==> config.mk <==
export PLATFORM = sky130hd
export DESIGN_NAME = multitimer
export DESIGN_NICKNAME = d
export VERILOG_FILES = /design/src/rtl/multitimer.sv
export SDC_FILE = /design/constraint.sdc
export NUM_CORES = 1
export LEC_CHECK = 0
export BUFFER_PORTS_ARGS = -buffer_cell sky130_fd_sc_hd__buf_2
export CAP_MARGIN = 20
export CORE_ASPECT_RATIO = 0.5
export CORE_MARGIN = 10
export CORE_UTILIZATION = 25
export CTS_BUF_LIST = sky130_fd_sc_hd__clkbuf_2 sky130_fd_sc_hd__clkbuf_4 sky130_fd_sc_hd__clkbuf_8
export DETAILED_ROUTE_END_ITERATION = 16
export SETUP_SLACK_MARGIN = 0.5
export SLEW_MARGIN = 20
export SYNTH_ARGS = -nofsm -noshare
export SYNTH_HDL_FRONTEND = slang
export SYNTH_SLANG_ARGS = --single-unit
==> constraint.sdc <==
create_clock -name clk -period 1.6 [get_ports clk]
set_clock_uncertainty 0.05 [all_clocks]
set_input_delay 0.32 -clock clk [delete_from_list [all_inputs] [get_ports clk]]
set_output_delay 0.32 -clock clk [all_outputs]
set_load 0.02 [all_outputs]
==> src/rtl/multitimer.sv <==
// Byte-wide bus peripheral with CHANNELS independent prescaled timers and a sticky IRQ per channel.
// Define MULTITIMER_LATCH_EN to snapshot the counter on an offset-1 read for coherent reads.
module multitimer #(
  parameter int unsigned CHANNELS = 2,
  parameter int unsigned WIDTH    = 24
) (
  input  logic       clk,
  input  logic       rst,
  input  logic [3:0] AD,
  input  logic [7:0] DI,
  output logic [7:0] DO,
  input  logic       rw,
  input  logic       cs,
  output logic       irq
);

  // mode_q holds MODE bits 6..0; bit 7 (IRQ) lives in irq_q
  logic [6:0]       mode_q  [CHANNELS];
  logic [6:0]       mode_d  [CHANNELS];
  logic             irq_q   [CHANNELS];
  logic             irq_d   [CHANNELS];
  logic [WIDTH-1:0] presc_q [CHANNELS];
  logic [WIDTH-1:0] presc_d [CHANNELS];
  logic [WIDTH-1:0] cnt_q   [CHANNELS];
  logic [WIDTH-1:0] cnt_d   [CHANNELS];
`ifdef MULTITIMER_LATCH_EN
  logic [WIDTH-1:0] latch_q [CHANNELS];
  logic [WIDTH-1:0] latch_d [CHANNELS];
`endif
  logic [7:0]       rdata_q;
  logic [7:0]       rdata_d;

  // Offset 1/2/3 selects bits 23..16 / 15..8 / 7..0 of a zero-extended value
  function automatic logic [7:0] get_byte(input logic [23:0] v, input logic [1:0] off);
    case (off)
      2'd1:    return v[23:16];
      2'd2:    return v[15:8];
      2'd3:    return v[7:0];
      default: return 8'h00;
    endcase
  endfunction

  function automatic logic [23:0] put_byte(input logic [23:0] v, input logic [1:0] off,
                                           input logic [7:0] b);
    logic [23:0] r;
    r = v;
    case (off)
      2'd1:    r[23:16] = b;
      2'd2:    r[15:8]  = b;
      2'd3:    r[7:0]   = b;
      default: r = v;
    endcase
    return r;
  endfunction

  function automatic logic byte_in_width(input logic [1:0] off);
    case (off)
      2'd1:    return WIDTH > 16;
      2'd2:    return WIDTH > 8;
      2'd3:    return 1'b1;
      default: return 1'b0;
    endcase
  endfunction

  always_comb begin
    logic        sel;
    logic        wr;
    logic        rd;
    logic        run;
    logic        match;
    logic [23:0] presc_ext;
    logic [23:0] cnt_ext;

    sel       = 1'b0;
    wr        = 1'b0;
    rd        = 1'b0;
    run       = 1'b0;
    match     = 1'b0;
    presc_ext = '0;
    cnt_ext   = '0;

    rdata_d = rdata_q;
    // Unmapped channels read as zero; a mapped channel overrides below
    if (cs && rw) begin
      rdata_d = 8'h00;
    end

    for (int i = 0; i < CHANNELS; i++) begin
      sel       = cs && (AD[3:2] == 2'(i));
      wr        = sel && !rw;
      rd        = sel && rw;
      run       = mode_q[i][0];
      match     = run && (cnt_q[i] == presc_q[i]);
      presc_ext = 24'(presc_q[i]);
      cnt_ext   = 24'(cnt_q[i]);

      mode_d[i]  = mode_q[i];
      irq_d[i]   = irq_q[i];
      presc_d[i] = presc_q[i];
      cnt_d[i]   = cnt_q[i];
`ifdef MULTITIMER_LATCH_EN
      latch_d[i] = latch_q[i];
`endif

      if (run) begin
        cnt_d[i] = match ? '0 : cnt_q[i] + WIDTH'(1);
      end
      if (match) begin
        irq_d[i] = 1'b1;
        if (mode_q[i][5]) begin
          mode_d[i][0] = 1'b0;
        end
      end

      // A MODE write lands after the one-shot stop, so setting RUN on a match edge wins
      if (wr && (AD[1:0] == 2'd0)) begin
        mode_d[i] = DI[6:0];
      end
      if (wr && (AD[1:0] != 2'd0) && byte_in_width(AD[1:0])) begin
        presc_d[i] = WIDTH'(put_byte(presc_ext, AD[1:0], DI));
        cnt_d[i]   = '0;
      end

      if (rd) begin
        if (AD[1:0] == 2'd0) begin
          rdata_d = {irq_q[i], mode_q[i]};
          if (!match) begin
            irq_d[i] = 1'b0;
          end
        end else if (run) begin
`ifdef MULTITIMER_LATCH_EN
          if (AD[1:0] == 2'd1) begin
            latch_d[i] = cnt_q[i];
            rdata_d    = get_byte(cnt_ext, AD[1:0]);
          end else begin
            rdata_d = get_byte(24'(latch_q[i]), AD[1:0]);
          end
`else
          rdata_d = get_byte(cnt_ext, AD[1:0]);
`endif
        end else begin
          rdata_d = get_byte(presc_ext, AD[1:0]);
        end
      end
    end
  end

  always_ff @(posedge clk) begin
    if (!rst) begin
      rdata_q <= 8'h00;
      for (int i = 0; i < CHANNELS; i++) begin
        mode_q[i]  <= '0;
        irq_q[i]   <= 1'b0;
        presc_q[i] <= '0;
        cnt_q[i]   <= '0;
`ifdef MULTITIMER_LATCH_EN
        latch_q[i] <= '0;
`endif
      end
    end else begin
      rdata_q <= rdata_d;
      for (int i = 0; i < CHANNELS; i++) begin
        mode_q[i]  <= mode_d[i];
        irq_q[i]   <= irq_d[i];
        presc_q[i] <= presc_d[i];
        cnt_q[i]   <= cnt_d[i];
`ifdef MULTITIMER_LATCH_EN
        latch_q[i] <= latch_d[i];
`endif
      end
    end
  end

  always_comb begin
    irq = 1'b0;
    for (int i = 0; i < CHANNELS; i++) begin
      irq = irq | (irq_q[i] & mode_q[i][6]);
    end
  end

  assign DO = rdata_q;

endmodule
==> results of run 1 <==
-- cells in the mapped netlist, types with 13 or more instances --
cell type  count
clkbuf_1      34
nor2_1        66
dfxtp_1      120
mux2_2        14
nor2b_1       20
nand4_1       18
a21boi_0      45
xor2_1        46
nand2_1       91
a31oi_1       13
o21ai_0       13
nand3_1       59
buf_2         19
mux2i_1       34
xnor2_1       45
a21oi_1       29
-- final cells by class --
type,count,area (um^2)
repair buffers,204,2110
well taps,344,430
inverters,9,33.8
clock inverters,11,195
flip-flops and latches,120,2500
fillers,2346,15000
clock buffers,20,275
multi-input cells,596,5010
-- timing repair --
action / 4_1_cts / 5_1_grt
setup buffers: 28 / 5
setup endpoints to repair: 123 / 129
resized for setup: 269 / 100
pin swaps: 113 / 65
cloned: 12 / 1
-- worst max-delay path, cell delays in order, from the launching register on --
cell and delay (ns):
dfxtp_2 0.34, xor2_1 0.17, nor4_2 0.33, nand4_1 0.23, o21ai_2 0.22, buf_12 0.18, a21oi_1 0.06
-- stage by stage --
step,setup TNS [ns],util (%)
after global placement,-13.85,32.1
after detailed placement,-16.82,32.1
after global routing,-6.75,41.4
after CTS,-0.752,39.3
final,-3.18,41.4
after floorplan,0,-
-- layer usage --
layer	up-vias	track usage [%]	wire length, um
met5	-	0	0
met4	0	4.72	618
met3	45	2.83	1180
met2	202	23.9	11600
met1	3261	16.3	10100
li1	3070	-	-
-- power breakdown --
group / internal [W] / switching [W]
registers: 0.00302 / 0.0000637
clock network: 0.00197 / 0.00133
logic: 0.000568 / 0.000665
total: 0.00556 / 0.00206
-- worst min path at each step --
| stage | startpoint | endpoint | slack [ns] | depth (start not counted) |
|---|---|---|---|---|
| final | DI[7] | presc_q[0][39] | 0.16 | 3 |
| after detailed placement | mode_q[0][11] | mode_q[0][11] | 0.40 | 2 |
| after CTS | DI[7] | presc_q[0][39] | 0.15 | 3 |
| after global routing | DI[0] | presc_q[0][8] | 0.16 | 3 |
| after global placement | mode_q[0][11] | mode_q[0][11] | 0.40 | 2 |
| after floorplan | mode_q[0][10] | mode_q[0][10] | 0.39 | 2 |
-- cell families (layout without fill, tap and decap cells) --
logic type                 count (synthesis)  in the layout
AOI/OAI and AO/OA                        136            139
xor gates and xnor gates                  91             91
adders and majority gates                  2              2
buffers and inverters                     72            244
DFF                                      120            120
muxes                                     49             49
and+or+nand+nor                          315            315
-- state kept, by name, indices dropped and copies added, names as in the netlist --
name / cells
DO: 8
presc_q: 48
irq_q: 2
cnt_q: 48
mode_q: 14
==> impl_metrics.toml, run 1 <==
[pwr]
power.density_nw_per_um2 = 722
p_total_w = 0.00762
vdd_ir_drop_max_uv = 556
p_leak_nw = 3.93

[yosys]
synthAdderAreaFrac_pct = 0.381
async_flop_share_pct = 0
synthDominantCellAreaShare_pct = 36.5
synth_seq_cells = 120
synth_area_leaders = "dfxtp_1 (37%), xor2_1 (6.1%), xnor2_1 (6.0%), nand2_1 (5.2%), mux2i_1 (5.2%)"
synth_compound_area_share_pct = 14.0
netlist_area_um2 = 6580
synth_top_family_by_area = "simple AND/OR/NAND/NOR gates"
synth_area_per_cell_um2 = 8.38
synth.net_count = 803
synthMuxAreaShare_pct = 7.92
synth_edf_count = 0
syn_inst = 785
synth_flop_cell = "dfxtp_1"
synth_cell_types = 54
ys_seq_area_share_pct = 36.5
synth_xor_area_share_pct = 12.1
yosys_warnings = 0
synth_simple_gate_area_share_pct = 24.0
synth_largest_area_cell = "dfxtp_1"

[routing]
wire_per_inst_um = 18.0
antenna_left = 0
first_pass_iters = 5
vias_per_cell = 5.04
drc = 0
routed_wirelength_mm = 23.5
drtIter0Drc = 512
vias = 6578

[clock_tree]
clock_latency_ns = 0.46
cts-buffers-inserted = 17
clkTransAtPathRegs_ns = 0.07
cts_root_buf = "clkbuf_8"
cts_hold_buf = 0
cts_num_sinks = 120
cts_buffer_depth = 2
cts_tree = "built"
ctsHtreeMaxLevel = 4

[worst_setup_path]
worst_ep_arrival_time_ns = 1.98
crit_fanout = 22
rrSetupSlack_ns = -0.09
critPathCaptureType = "flip-flop"
crit_path_end = "cnt_q[0][20]"
critPathRequiredTime_ns = 1.90
reg2reg_to = "cnt_q[0][20]"
timing.rr.start = "cnt_q[0][10]"
crit_start = "cnt_q[0][10]"
ff2ff_path_depth = 6
start_kind = "flip-flop"
critPathKind = "flip-flop to flip-flop"

[finish]
area_growth_pct = 60.7
final_area_um2 = 10600
final_common_cell = "buf_4"
drive_gt1_share_pct = 51.1
layout.cells.non_filler = 1304
final_cell_mix = "buf_4 (116), dfxtp_1 (64), nand2_1 (50), nor2_1 (50), xor2_1 (46)"
antenna_cells = 0
final_nets = 966

[timing]
max_slew_margin_pct = 75.7
maxSlewViolCount = 0
layout_setup_ws_ns = -0.0885
min_period_over_period_pct = 106
rsz0062_at_grt = "yes"
hold_slack_ns = 0.156
tightest_slew_ns = 0.363
finalHoldViolations = 0
max_freq_mhz = 592
setup_viol = 48
min_period_ns = 1.69

[place]
hpwlAfterDp_mm = 15.5
placed_cells = 1227
place_area_um2 = 8190
port_buffers = 24
gp_congestion = 0.891
dp_slack_ns = -0.255

[hold_path]
hold_class = "input port to flip-flop"

[global_routing]
grt_pass1_wl_mm = 37.0
grt_antenna_before_repair = 0
grt-ovfl-total = 0
grt_max_degree = 30
grt_pass1_vias = 6609
grt_usage_pct = 13.6

[floorplan]
die_w_um = 249
core-area_um2 = 25500
placementRows = 41
start_util_pct = 25.7
dieArea_um2 = 33600
ios = 25
fp.dieH_um = 135

[outcome]
violations = "setup timing"
outcome = "finished, violations left"

[job]
drv_cap = 0
Note: power is estimated with default switching activity, not from simulation.
==> run 2: changes to the inputs <==
--- a/config.mk
+++ b/config.mk
@@ -7,11 +7,14 @@
 export LEC_CHECK = 0
 export BUFFER_PORTS_ARGS = -buffer_cell sky130_fd_sc_hd__buf_2
 export CAP_MARGIN = 20
+export CELL_PAD_IN_SITES_DETAIL_PLACEMENT = 2
+export CELL_PAD_IN_SITES_GLOBAL_PLACEMENT = 2
 export CORE_ASPECT_RATIO = 0.5
-export CORE_MARGIN = 10
+export CORE_MARGIN = 2
 export CORE_UTILIZATION = 25
 export CTS_BUF_LIST = sky130_fd_sc_hd__clkbuf_2 sky130_fd_sc_hd__clkbuf_4 sky130_fd_sc_hd__clkbuf_8
 export DETAILED_ROUTE_END_ITERATION = 16
+export PLACE_DENSITY_LB_ADDON = 0.1
 export SETUP_SLACK_MARGIN = 0.5
 export SLEW_MARGIN = 20
 export SYNTH_ARGS = -nofsm -noshare
==> impl_metrics.toml, run 2 (synthesis gave the netlist of run 1 again) <==
[finish]
area_growth_pct = 66.8
reg_top3 = "cnt_q (48), presc_q (48), mode_q (14)"
drive_gt1_share_pct = 55.7
final_cell_mix = "buf_4 (154), buf_6 (58), nand2_1 (57), dfxtp_1 (57), dfxtp_2 (45)"
antenna_cells = 0
regArea_um2 = 2530
final_util_pct = 43.0
final_common_cell = "buf_4"
final_nets = 1015
multi_input_area_um2 = 5090
nFillCells = 2681

[clock_tree]
cts_buffer_depth = 2
cts_num_sinks = 120
clock_latency_ns = 0.50
cts-buffers-inserted = 17
ctsHtreeMaxLevel = 4
cts_tree = "built"
cts_root_buf = "clkbuf_8"
clkTransAtPathRegs_ns = 0.08

[floorplan]
placementRows = 41
ios = 25
die_w_um = 233
core-area_um2 = 25500
dieArea_um2 = 27700
start_util_pct = 25.8
fp.dieH_um = 119

[routing]
routed_wirelength_mm = 31.3
vias_per_cell = 4.95
first_pass_iters = 4
vias = 6699
wire_per_inst_um = 23.1
antenna_left = 0
drtIter0Drc = 328
drc = 0

[outcome]
violations = "setup timing"
outcome = "finished, violations left"

[timing]
rsz0062_at_grt = "yes"
maxSlewViolCount = 0
tightest_slew_ns = 0.405
min_period_ns = 1.82
min_period_over_period_pct = 114
max_slew_margin_pct = 72.9
max_freq_mhz = 549
layout_setup_ws_ns = -0.221
finalHoldViolations = 0
setup_viol = 52

[job]
drv_cap = 0

[global_routing]
grt_usage_pct = 22.3
grt_max_degree = 62
grt_pass1_vias = 7218
grt_antenna_before_repair = 0
grt_pass1_wl_mm = 45.1
grt-ovfl-total = 0

[pwr]
p_total_w = 0.00745
p_leak_nw = 4.10
power.density_nw_per_um2 = 680
vdd_ir_drop_max_uv = 536

[place]
dp_slack_ns = -0.311
hpwlAfterDp_mm = 20.3
port_buffers = 24
gp_congestion = 0.764

[worst_setup_path]
critPathCaptureType = "flip-flop"
critPathRequiredTime_ns = 1.93
start_kind = "flip-flop"
crit_fanout = 5
worst_ep_arrival_time_ns = 2.15
critPathKind = "flip-flop to flip-flop"

[hold_path]
hold_class = "input port to flip-flop"
## run 2: power breakdown
group,internal (W),leakage [nW],total (W),switching [W]
Sequential,0.00302,1.00,0.00308,0.0000662
Clock,0.00149,0.189,0.00292,0.00143
Combinational,0.000679,2.90,0.00145,0.000769
## run 2: metal layers
metal / up-vias / track usage [%] / routed length [um]
met4: 0 / 4.42 / 563
met2: 67 / 38.7 / 15800
li1: 3157 / - / -
met5: - / 0 / 0
met1: 3436 / 28.3 / 14100
met3: 39 / 5.19 / 886
## run 2: timing repair
item,4_1_cts,5_1_grt
gates cloned,8,8
buffers inserted,32,22
endpoints found under the setup margin,124,129
hold buffers,0,0
resized for setup,238,164
pin swaps,91,94
## run 2: per-stage QoR
step	setup TNS, ns	cell area, um^2	std cells	hold slack, ns
after global routing	-12.19	11000	1354	0.0985
after CTS	-4.78	9980	1324	0.0792
after global placement	-20.85	8350	1252	0.400
final	-8.32	11000	1354	0.131
after detailed placement	-25.39	8350	1252	0.415
after floorplan	0	7010	785	0.385
## run 2: final timing paths
| check | from | end | slack [ns] | cells after the start |
|---|---|---|---|---|
| worst max-delay path | cnt_q[0][7] | cnt_q[0][4] | -0.22 | 8 |
| worst min register to register | mode_q[0][10] | mode_q[0][10] | 0.42 | 2 |
| worst max register to register | cnt_q[0][7] | cnt_q[0][4] | -0.22 | 8 |
| worst min-delay path | DI[0] | presc_q[0][8] | 0.13 | 3 |
## run 2: layout make-up
cell class	instances	share of cell area, %
Clock buffer	20	2.51
Clock inverter	12	1.14
Inverter	9	0.331
Multi-Input combinational cell	597	46.4
Sequential cell	120	23.0
Tap cell	344	3.93
Timing Repair Buffer	252	22.6
## run 2: critical path, cell delays in order, from the launching register on
cell       delay, ns
dfxtp_4         0.37
xor2_4          0.19
nor4_4          0.30
nand4_1         0.16
buf_6           0.16
o21ai_4         0.14
buf_6           0.16
clkbuf_16       0.15
nor2_1          0.03
